<file path="src/rtl/mult_share_arbiter.sv">
// mult_share_arbiter: round-robin share of one fixed-latency sequential multiplier between two requesters
//
// Latches the winning requester's operands and pulses the multiplier start.
// Waits a fixed number of cycles, then captures the product tagged with the requester id.
// Every output is driven straight from a register.
//
// Ports
//   clock, reset            rising-edge clock; asynchronous active-high reset
//   req0/req1               request levels, held until the matching grant
//   a0/b0, a1/b1            8-bit operands of requester 0 / 1
//   gnt0/gnt1               one-cycle grant pulse (operands already latched)
//   mult_start              one-cycle start pulse to the multiplier
//   mult_multiplier/_multiplicand  latched operands, held until the next latch
//   mult_sign/_zflag/_result       multiplier outputs, sampled at capture
//   out_valid               one-cycle pulse when out_* are updated
//   out_id                  requester that owns out_*
//   out_result/_sign/_zflag captured product fields, held until the next capture
//   busy                    high in every state except IDLE
module mult_share_arbiter #(
    parameter int MULT_LATENCY = 10
) (
    input  logic        clock,
    input  logic        reset,
    input  logic        req0,
    input  logic        req1,
    input  logic [7:0]  a0,
    input  logic [7:0]  b0,
    input  logic [7:0]  a1,
    input  logic [7:0]  b1,
    output logic        gnt0,
    output logic        gnt1,
    output logic        mult_start,
    output logic [7:0]  mult_multiplier,
    output logic [7:0]  mult_multiplicand,
    input  logic        mult_sign,
    input  logic        mult_zflag,
    input  logic [13:0] mult_result,
    output logic        out_valid,
    output logic        out_id,
    output logic [13:0] out_result,
    output logic        out_sign,
    output logic        out_zflag,
    output logic        busy
);
    // The counter only has to hold MULT_LATENCY-1.
    localparam int CW = (MULT_LATENCY > 1) ? $clog2(MULT_LATENCY) : 1;
    localparam logic [CW-1:0] CNT_LOAD = CW'(MULT_LATENCY - 1);

    typedef enum logic [1:0] {S_IDLE, S_START, S_WAIT, S_DONE} state_t;

    state_t        r_state, w_state_nxt;
    logic [CW-1:0] r_cnt, w_cnt_nxt;
    logic          r_id, w_id_nxt;
    logic          r_last, w_last_nxt;
    logic [7:0]    r_mult_a, w_mult_a_nxt;
    logic [7:0]    r_mult_b, w_mult_b_nxt;
    logic          r_start, w_start_nxt;
    logic          r_gnt0, w_gnt0_nxt;
    logic          r_gnt1, w_gnt1_nxt;
    logic          r_valid, w_valid_nxt;
    logic          r_busy;
    logic          w_cap;
    logic          r_out_id;
    logic [13:0]   r_out_result;
    logic          r_out_sign;
    logic          r_out_zflag;
    logic          w_pick1;

    // On a tie, serve the requester that was not served last.
    assign w_pick1 = req1 & (~req0 | ~r_last);

    always_comb begin
        w_state_nxt  = r_state;
        w_cnt_nxt    = r_cnt;
        w_id_nxt     = r_id;
        w_last_nxt   = r_last;
        w_mult_a_nxt = r_mult_a;
        w_mult_b_nxt = r_mult_b;
        w_start_nxt  = 1'b0;
        w_gnt0_nxt   = 1'b0;
        w_gnt1_nxt   = 1'b0;
        w_valid_nxt  = 1'b0;
        w_cap        = 1'b0;
        case (r_state)
            S_IDLE: begin
                if (req0 | req1) begin
                    w_state_nxt  = S_START;
                    w_id_nxt     = w_pick1;
                    w_mult_a_nxt = w_pick1 ? a1 : a0;
                    w_mult_b_nxt = w_pick1 ? b1 : b0;
                    w_start_nxt  = 1'b1;
                    w_gnt0_nxt   = ~w_pick1;
                    w_gnt1_nxt   = w_pick1;
                end
            end
            S_START: begin
                w_state_nxt = S_WAIT;
                w_cnt_nxt   = CNT_LOAD;
            end
            S_WAIT: begin
                if (r_cnt == '0) begin
                    w_state_nxt = S_DONE;
                    w_cap       = 1'b1;
                    w_valid_nxt = 1'b1;
                end else begin
                    w_cnt_nxt = r_cnt - 1'b1;
                end
            end
            S_DONE: begin
                w_state_nxt = S_IDLE;
                w_last_nxt  = r_id;
            end
            default: w_state_nxt = S_IDLE;
        endcase
    end

    always_ff @(posedge clock or posedge reset) begin
        if (reset) begin
            r_state  <= S_IDLE;
            r_cnt    <= '0;
            r_id     <= 1'b0;
            r_last   <= 1'b1;
            r_mult_a <= '0;
            r_mult_b <= '0;
            r_start  <= 1'b0;
            r_gnt0   <= 1'b0;
            r_gnt1   <= 1'b0;
            r_valid  <= 1'b0;
            r_busy   <= 1'b0;
        end else begin
            r_state  <= w_state_nxt;
            r_cnt    <= w_cnt_nxt;
            r_id     <= w_id_nxt;
            r_last   <= w_last_nxt;
            r_mult_a <= w_mult_a_nxt;
            r_mult_b <= w_mult_b_nxt;
            r_start  <= w_start_nxt;
            r_gnt0   <= w_gnt0_nxt;
            r_gnt1   <= w_gnt1_nxt;
            r_valid  <= w_valid_nxt;
            r_busy   <= (w_state_nxt != S_IDLE);
        end
    end

    // Result fields move only at capture and hold between captures.
    always_ff @(posedge clock or posedge reset) begin
        if (reset) begin
            r_out_id     <= 1'b0;
            r_out_result <= '0;
            r_out_sign   <= 1'b0;
            r_out_zflag  <= 1'b0;
        end else if (w_cap) begin
            r_out_id     <= r_id;
            r_out_result <= mult_result;
            r_out_sign   <= mult_sign;
            r_out_zflag  <= mult_zflag;
        end
    end

    assign gnt0              = r_gnt0;
    assign gnt1              = r_gnt1;
    assign mult_start        = r_start;
    assign mult_multiplier   = r_mult_a;
    assign mult_multiplicand = r_mult_b;
    assign out_valid         = r_valid;
    assign out_id            = r_out_id;
    assign out_result        = r_out_result;
    assign out_sign          = r_out_sign;
    assign out_zflag         = r_out_zflag;
    assign busy              = r_busy;
endmodule

</file>
<file path="config.mk">
export PLATFORM = sky130hd
export DESIGN_NAME = mult_share_arbiter
export DESIGN_NICKNAME = d
export VERILOG_FILES = /design/src/rtl/mult_share_arbiter.sv
export SDC_FILE = /design/constraint.sdc
export NUM_CORES = 1
export LEC_CHECK = 0
export CELL_PAD_IN_SITES_DETAIL_PLACEMENT = 0
export CELL_PAD_IN_SITES_GLOBAL_PLACEMENT = 1
export CORE_MARGIN = 3
export CORE_UTILIZATION = 33
export CTS_CLUSTER_DIAMETER = 60
export DETAILED_ROUTE_END_ITERATION = 12
export PLACE_DENSITY = 0.91
export SYNTH_ARGS = -nofsm -noshare
export SYNTH_HDL_FRONTEND = slang
export SYNTH_SLANG_ARGS = --single-unit
</file>
<file path="constraint.sdc">
create_clock -name clock -period 2.9 [get_ports clock]
set_input_delay 0.87 -clock clock [delete_from_list [all_inputs] [get_ports clock]]
set_output_delay 0.87 -clock clock [all_outputs]
set_load 0.02 [all_outputs]
</file>
# == After elaboration in Yosys (flattened, before gate mapping) ==
# Index checks and enable logic that the tools add are counted.
# word_totals
reg_bits,46
output_inout_bits,38
# classes
addsub,1
eq_ne,4
n_mux,15
bitwise,6
n_reduce_logical,6
# ops
op,n
8-bit two-way mux,2
1-bit two-way mux,8
2-bit one-hot mux with 4 select lines,1
4-bit one-hot mux with 2 select lines,1
"2-bit == test, second input constant",2
4-bit zero test,1
2-bit two-way mux,2
4-bit two-way mux,1
2-bit AND reduction,2
2-bit nonzero test,2
"4-bit by 1-bit subtractor with 4-bit output, second input constant",1
1-bit inverter,3
"2-bit by 1-bit == test with 1-bit output, second input constant",1
2-bit zero test,1
"2-bit inequality test, second input constant",1
1-bit OR,2
1-bit AND,1

# == Longest topological paths before layout ==
# Gate-level depths: netlist (run 1).
# depth
word_depth,6
mapped_depth,7
depth_no_buf,6

# == Worst setup path after synthesis (run 1) ==
# OpenSTA, ideal clock, no wires.
# synth_path
kind,input to register
from,in req0
to,"reg r_busy, in the netlist busy"
setup_ns,0.124
arrival_ns,1.730
required_ns,2.776
setup_slack_ns,1.046
path_stages,4
n_path_buf,0
path_cell_list,o21ai_4 > inv_2 > o32a_1 > or2_1
# synth_via
elab_chain_len,4
# synth_rtl
item,line,text
"start, declared",24,"input logic req0,"
1-bit OR,86,if (req0 | req1) begin
2-bit two-way mux,86,
2-bit one-hot mux with 4 select lines,84,case (r_state)
via w_state_nxt[0],51,"state_t r_state, w_state_nxt;"
2-bit nonzero test,141,r_busy <= (w_state_nxt != S_IDLE);
"end signal, assigned",141,
"end, declared",61,logic r_busy;
# The timed path passes the listed nets, and every way through them passes these cells.
# A chain may end at the register's enable or synchronous reset.

# == Worst setup path after layout (run 1) ==
# layout_path
from,"reg r_mult_a[7], in the netlist mult_multiplier[7]"
to,out mult_multiplier[7]
# layout_rtl
item,line,text
"start, declared",55,"logic [7:0] r_mult_a, w_mult_a_nxt;"
"start signal, assigned",135,r_mult_a <= w_mult_a_nxt;
"end, declared",33,"output logic [7:0] mult_multiplier,"
# No word-level cell between the ends.

==> results of run 1 <==
[how the worst max path moves through the flow]
stage	startpoint	endpoint	slack, ns	cells past startpoint
after global placement	req0	busy	0.52	5
after floorplan	reset	busy	0.94	1
after global routing	req0	busy	0.70	5
after CTS	out_id	out_id	0.74	1
after detailed placement	req0	busy	0.47	5
final	mult_multiplier[7]	mult_multiplier[7]	0.76	1
[stage by stage]
step           utilization, %  cell area, um^2  total power, W  instances  setup slack (ns)
2_1_floorplan               -             1990         0.00212        171             0.944
3_3_place_gp             52.7             2990         0.00284        332             0.518
3_5_place_dp             52.7             2990         0.00289        332             0.470
4_1_cts                  54.3             3080         0.00329        340             0.745
5_1_grt                  54.3             3080         0.00348        340             0.698
6_report                 54.3             3080         0.00326        340             0.760
[cell usage after synthesis (all sizes together) (2+ instances only)]
cell type   n
nor3        2
mux2       18
buf         2
inv         7
a21oi      32
o21ai       3
clkbuf      3
nand2      18
ha          6
dfrtp      45
nor2       18
[where the power goes]
group	internal, W	total (W)	leakage (nW)	switching [W]
Combinational	0.000871	0.00172	0.732	0.000845
Sequential	0.000961	0.00115	0.545	0.000184
Clock	0.000192	0.000395	0.0482	0.000202
Total	0.00202	0.00326	1.32	0.00123
[layout make-up]
cell class / instances / area [um^2] / share of cell area [%]
inverters: 7 / 26.3 / 0.853
well taps: 72 / 90.1 / 2.92
multi-input cells: 113 / 781 / 25.3
flip-flops and latches: 46 / 1150 / 37.4
clock buffers: 7 / 86.3 / 2.80
clock inverters: 1 / 5.00 / 0.162
repair buffers: 94 / 941 / 30.5
[routing by layer]
metal	vias up	GRT usage, %	wire [um]
met3	9	5.33	447
li1	779	-	-
met2	78	21.5	2130
met4	0	3.65	55
met1	780	19.0	2190
met5	-	0	0
[cell families (layout without fill, tap and decap cells)]
group,count (synthesis),after routing,synth area share (%)
compound gates,42,42,12.6
fa+ha+maj,6,6,3.77
buf+inv,12,109,2.89
flops,46,46,57.9
mux,18,18,11.7
simple gates,47,47,11.1
[registers in the layout, summed over array words and instances (netlist names)]
register and cells:
out_id 1, out_valid 1, out_sign 1, mult_multiplier 8
out_zflag 1, r_state 2, r_cnt 4, out_result 14
mult_multiplicand 8, r_last 1, gnt0 1, mult_start 1
busy 1, gnt1 1, r_id 1
[cells in the final DEF (no fill, tap or decap), drive strengths merged]
| cell | n |
|---|---|
| clkdlybuf4s50 | 89 |
| dfrtp | 45 |
| a21oi | 32 |
| nand2 | 18 |
| nor2 | 18 |
| mux2 | 18 |
| clkbuf | 7 |
| inv | 7 |
| ha | 6 |
| buf | 5 |
| o21ai | 3 |
| nor3 | 2 |
| a21bo | 1 |
| a21boi | 1 |
| nand2b | 1 |
| and2 | 1 |
| a21o | 1 |
| or4b | 1 |
| a221o | 1 |
| nor4b | 1 |
| o32a | 1 |
| or2 | 1 |
| nor2b | 1 |
| nand4b | 1 |
| nor3b | 1 |
| o31ai | 1 |
| nand3 | 1 |
| o311ai | 1 |
| clkinv | 1 |
| dfstp | 1 |
==> results.ini, run 1 <==
[layout]
antennaDiodeCount = 0
layout-drive-gt1-share_pct = 13.8
areaGrowthSynthToFinish_pct = 54.8
nets = 325
n_fill_cell = 514

[global_route]
grt_max_degree = 27
grt_usage_pct = 14.1
grt_pass1_wl_mm = 8.10
grt.overflow.total = 0
antenna_found_initial = 0
grt_pass1_vias = 1661

[clock_network]
cts-root-buf = clkbuf_8
clk_pin_slew_worst_paths_ns = 0.08
clk_latency_ns = 0.29
cts_tree = built
cts_buffers = 5
cts_hold_buf = 0
cts_buffer_depth = 2
cts_max_level = 2
post_cts_buffers = 0
cts_resized = 0
cts_sinks = 46

[hold_path]
hp-start = out_result[8]
hold_class = reg -> reg
hold_depth = 1
min_to = out_result[8]

[worst_setup_path]
crit_family = buffers and inverters
crit_path_cell_trace = clkdlybuf4s50_1
timing.critical_path.slowest_cell_delay_ns = 0.61
r2r_slack_ns = 1.11
r2r-end = out_result[4]
crit_path_start_kind = flip-flop
r2r_cells = 6
cp_max_fo = 2
path_buf_inv = 1
arrival_ns = 1.27
endpoint_kind = primary output
required_ns = 2.03
cp_slowest_cell = clkdlybuf4s50_1
worstSetupPathType = reg -> out
r2r-start = r_state[0]

[sta]
max_freq_mhz = 467
slew_headroom_pct = 65.7
finClkSkew_ns = 0.00815
setup_tns_ns = 0
setup_viol = 0
slew_violations = 0
hold_viol_final = 0
tightest_slew_ns = 0.514
rsz0062_at_grt = no
whs_ns = 0.508
min_period_ns = 2.14
fin_crit_sh_pct = 73.8

[power]
leakagePower_nw = 1.32
p_per_area_mw_per_mm2 = 1060
irDropWorstVdd_mv = 0.577

[floorplan]
start_util_pct = 35.1
num_rows = 27
dieHeight_um = 83.7
core_area_mm2 = 0.00568
fp.dieW_um = 83.7
dieArea_mm2 = 0.00700
ios = 90

[synthesis]
seq_area_frac_synth_pct = 57.9
synth.distinct_cells = 33
synth_warnings = 0
syn-cell-area_mm2 = 0.00199
syn_avg_cell_area_um2 = 11.6
synth_area_leader_cell = dfrtp_1
synth_area_leaders = dfrtp_1, a21oi_1, mux2_4, mux2_2, ha_1
ys_seq_elements = 46
netlist.area_leader.share_pct = 56.6
synth_edf_count = 0
synth_nets = 229
synth_cells = 171
async_reset_ff_share_pct = 100
synth_ff_type = dfrtp_1

[routing]
viasPerCell = 4.84
drcViolationCount = 0
vias = 1646
firstDrtPassIters = 4
initialDrtViolationCount = 75
antenna_left = 0
wirelength_mm = 4.82
wl_per_cell_um = 14.2

[status]
status = complete, no violations

[place]
gp_congestion = 0.804
portBuffers = 89
dpl.hpwl_mm = 3.65

[run]
drv_cap = 0

No activity file was read; power rests on OpenSTA's default activity.
==> run 2: changes to the inputs <==
--- a/config.mk
+++ b/config.mk
@@ -8,10 +8,10 @@
 export CELL_PAD_IN_SITES_DETAIL_PLACEMENT = 0
 export CELL_PAD_IN_SITES_GLOBAL_PLACEMENT = 1
 export CORE_MARGIN = 3
-export CORE_UTILIZATION = 33
+export CORE_UTILIZATION = 31
 export CTS_CLUSTER_DIAMETER = 60
 export DETAILED_ROUTE_END_ITERATION = 12
-export PLACE_DENSITY = 0.91
+export PLACE_DENSITY = 0.86
 export SYNTH_ARGS = -nofsm -noshare
 export SYNTH_HDL_FRONTEND = slang
 export SYNTH_SLANG_ARGS = --single-unit
==> constraint.sdc (replaced) <==
create_clock -name clock -period 2 [get_ports clock]
set_input_delay 0.6 -clock clock [delete_from_list [all_inputs] [get_ports clock]]
set_output_delay 0.6 -clock clock [all_outputs]
set_load 0.02 [all_outputs]
==> results.ini, run 2 (synthesis results as in run 1) <==
[status]
status = complete, no violations  ; unchanged

[layout]
layout-drive-gt1-share_pct = 15.8  ; was 13.8%
n_fill_cell = 568  ; was 514
fin_area_mm2 = 0.00313  ; was 0.00308 mm^2
mostFrequentLayoutCell = clkdlybuf4s50_1  ; unchanged
layout_common_cells = clkdlybuf4s50_1, dfrtp_1, a21oi_1, nand2_1, nor2_1  ; unchanged
nets = 330  ; was 325
antennaDiodeCount = 0  ; unchanged
areaGrowthSynthToFinish_pct = 57.1  ; was 54.8%
largest_register_ffs = 14  ; unchanged

[clock_network]
cts_buffers = 5  ; unchanged
cts_hold_buf = 0  ; unchanged
cts_max_level = 2  ; unchanged
clk_pin_slew_worst_paths_ns = 0.09  ; was 0.08 ns
cts-root-buf = clkbuf_8  ; unchanged
clk_latency_ns = 0.29  ; about the same
post_cts_buffers = 0  ; unchanged
cts_sinks = 46  ; unchanged
cts_resized = 0  ; unchanged
cts_tree = built  ; unchanged
cts_buffer_depth = 2  ; unchanged

[floorplan]
ios = 90  ; unchanged
core_area_mm2 = 0.00606  ; was 0.00568 mm^2
dieHeight_um = 86.1  ; was 83.7 um
dieArea_mm2 = 0.00742  ; was 0.00700 mm^2
num_rows = 28  ; was 27
start_util_pct = 32.8  ; was 35.1%
fp.dieW_um = 86.1  ; was 83.7 um

[routing]
firstDrtPassIters = 4  ; unchanged
wirelength_mm = 4.92  ; was 4.82 mm
wl_per_cell_um = 14.1  ; was 14.2 um
vias = 1640  ; was 1,646
viasPerCell = 4.71  ; was 4.84
drcViolationCount = 0  ; unchanged
antenna_left = 0  ; unchanged
initialDrtViolationCount = 48  ; was 75

[worst_setup_path]
path_buf_inv = 1  ; unchanged
r2r-end = out_result[6]  ; was out_result[4]
r2r-start = r_state[0]  ; unchanged
endpoint_kind = primary output  ; unchanged
crit_path_start_kind = flip-flop  ; unchanged
cp_slowest_cell = clkdlybuf4s50_1  ; unchanged
cp_max_fo = 2  ; unchanged
crit_family = buffers and inverters  ; unchanged
worstSetupPathType = reg -> out  ; unchanged
timing.critical_path.slowest_cell_delay_ns = 0.62  ; was 0.61 ns
arrival_ns = 1.27  ; about the same
r2r_cells = 6  ; unchanged
r2r_slack_ns = 0.20  ; was 1.11 ns
crit_path_cell_trace = clkdlybuf4s50_1  ; unchanged
required_ns = 1.40  ; was 2.03 ns

[sta]
slew_violations = 0  ; unchanged
max_freq_mhz = 534
finClkSkew_ns = 0.00440  ; was 0.00815 ns
slew_headroom_pct = 66.7  ; was 65.7%
tightest_slew_ns = 0.499  ; was 0.514 ns
min_period_ns = 1.87
setup_viol = 0  ; unchanged
hold_viol_final = 0  ; unchanged
whs_ns = 0.508  ; about the same
fin_crit_sh_pct = 93.7
rsz0062_at_grt = no  ; unchanged

[hold_path]
hold_depth = 1  ; unchanged
hold_class = reg -> reg  ; unchanged
min_to = out_result[10]  ; was out_result[8]
hp-start = out_result[10]  ; was out_result[8]

[global_route]
antenna_found_initial = 0  ; unchanged
grt_usage_pct = 13.7  ; was 14.1%
grt_pass1_vias = 1737  ; was 1,661
grt_max_degree = 19  ; was 27
grt.overflow.total = 0  ; unchanged
grt_pass1_wl_mm = 8.12  ; was 8.10 mm

[power]
leakagePower_nw = 1.35  ; was 1.32 nW
p_per_area_mw_per_mm2 = 1550  ; was 1060 mW/mm^2
irDropWorstVdd_mv = 0.706  ; was 0.577 mV

[run]
drv_cap = 0  ; unchanged

[place]
portBuffers = 89  ; unchanged
place_area_mm2 = 0.00302  ; was 0.00299 mm^2
dpl.hpwl_mm = 3.76  ; was 3.65 mm
gp_congestion = 0.716  ; was 0.804

## run 2: power breakdown
part           internal (W)  total [W]  leakage (nW)  switching [W]
combinational       0.00128    0.00251         0.752        0.00123
sequential          0.00139    0.00166         0.545       0.000262
clock              0.000368   0.000669        0.0579       0.000301
total               0.00304    0.00484          1.35        0.00179
## run 2: routing by layer
layer	wire (um)	GRT usage [%]
met1	2170	17.8
met2	2290	21.2
met3	464	5.76
met4	0	3.60
met5	0	0
## run 2: area by class of cell
cell class	instances	area [um^2]	area share [%]
clock inverter	3	40.0	1.28
timing repair buffer	99	966	30.9
tap	75	93.8	3.00
sequential	46	1150	36.8
inverter	7	26.3	0.840
clock buffer	5	68.8	2.20
multi-input combinational	113	781	25.0
## run 2: worst max-delay path by stage
| stage | from | slack (ns) | endpoint | depth (start not counted) |
|---|---|---|---|---|
| 6_report | mult_multiplier[1] | 0.13 | mult_multiplier[1] | 1 |
| 5_1_grt | r_state[0] | 0.04 | out_result[6] | 6 |
| 4_1_cts | out_result[8] | 0.10 | out_result[8] | 1 |
| 3_5_place_dp | req0 | -0.02 | busy | 5 |
| 3_3_place_gp | req0 | 0.03 | busy | 5 |
| 2_1_floorplan | r_state[0] | 0.22 | out_id | 6 |
## run 2: worst reg2reg max path, cell delays in order (launching register included)
cell and delay (ns):
dfrtp_1 0.43, inv_1 0.10, ha_1 0.29, inv_2 0.11
nor3_4 0.18, buf_4 0.23, mux2_2 0.35
## run 2: stage by stage
step	std cells	power, W	setup WS (ns)	utilization, %	TNS (ns)
floorplan	171	0.00307	0.216	-	0
global placement	340	0.00416	0.0270	49.8	0
detailed placement	340	0.00422	-0.0188	49.8	-0.0616
CTS	348	0.00492	0.103	51.6	0
global route	348	0.00519	0.0379	51.6	0
finish	348	0.00484	0.127	51.6	0
==> run 3: changes to the inputs <==
--- a/config.mk
+++ b/config.mk
@@ -12,6 +12,7 @@
 export CTS_CLUSTER_DIAMETER = 60
 export DETAILED_ROUTE_END_ITERATION = 12
 export PLACE_DENSITY = 0.86
+export SLEW_MARGIN = 20
 export SYNTH_ARGS = -nofsm -noshare
 export SYNTH_HDL_FRONTEND = slang
 export SYNTH_SLANG_ARGS = --single-unit
==> results of run 3 <==
No change in the layout: final DEF, timing and power equal those of run 2.
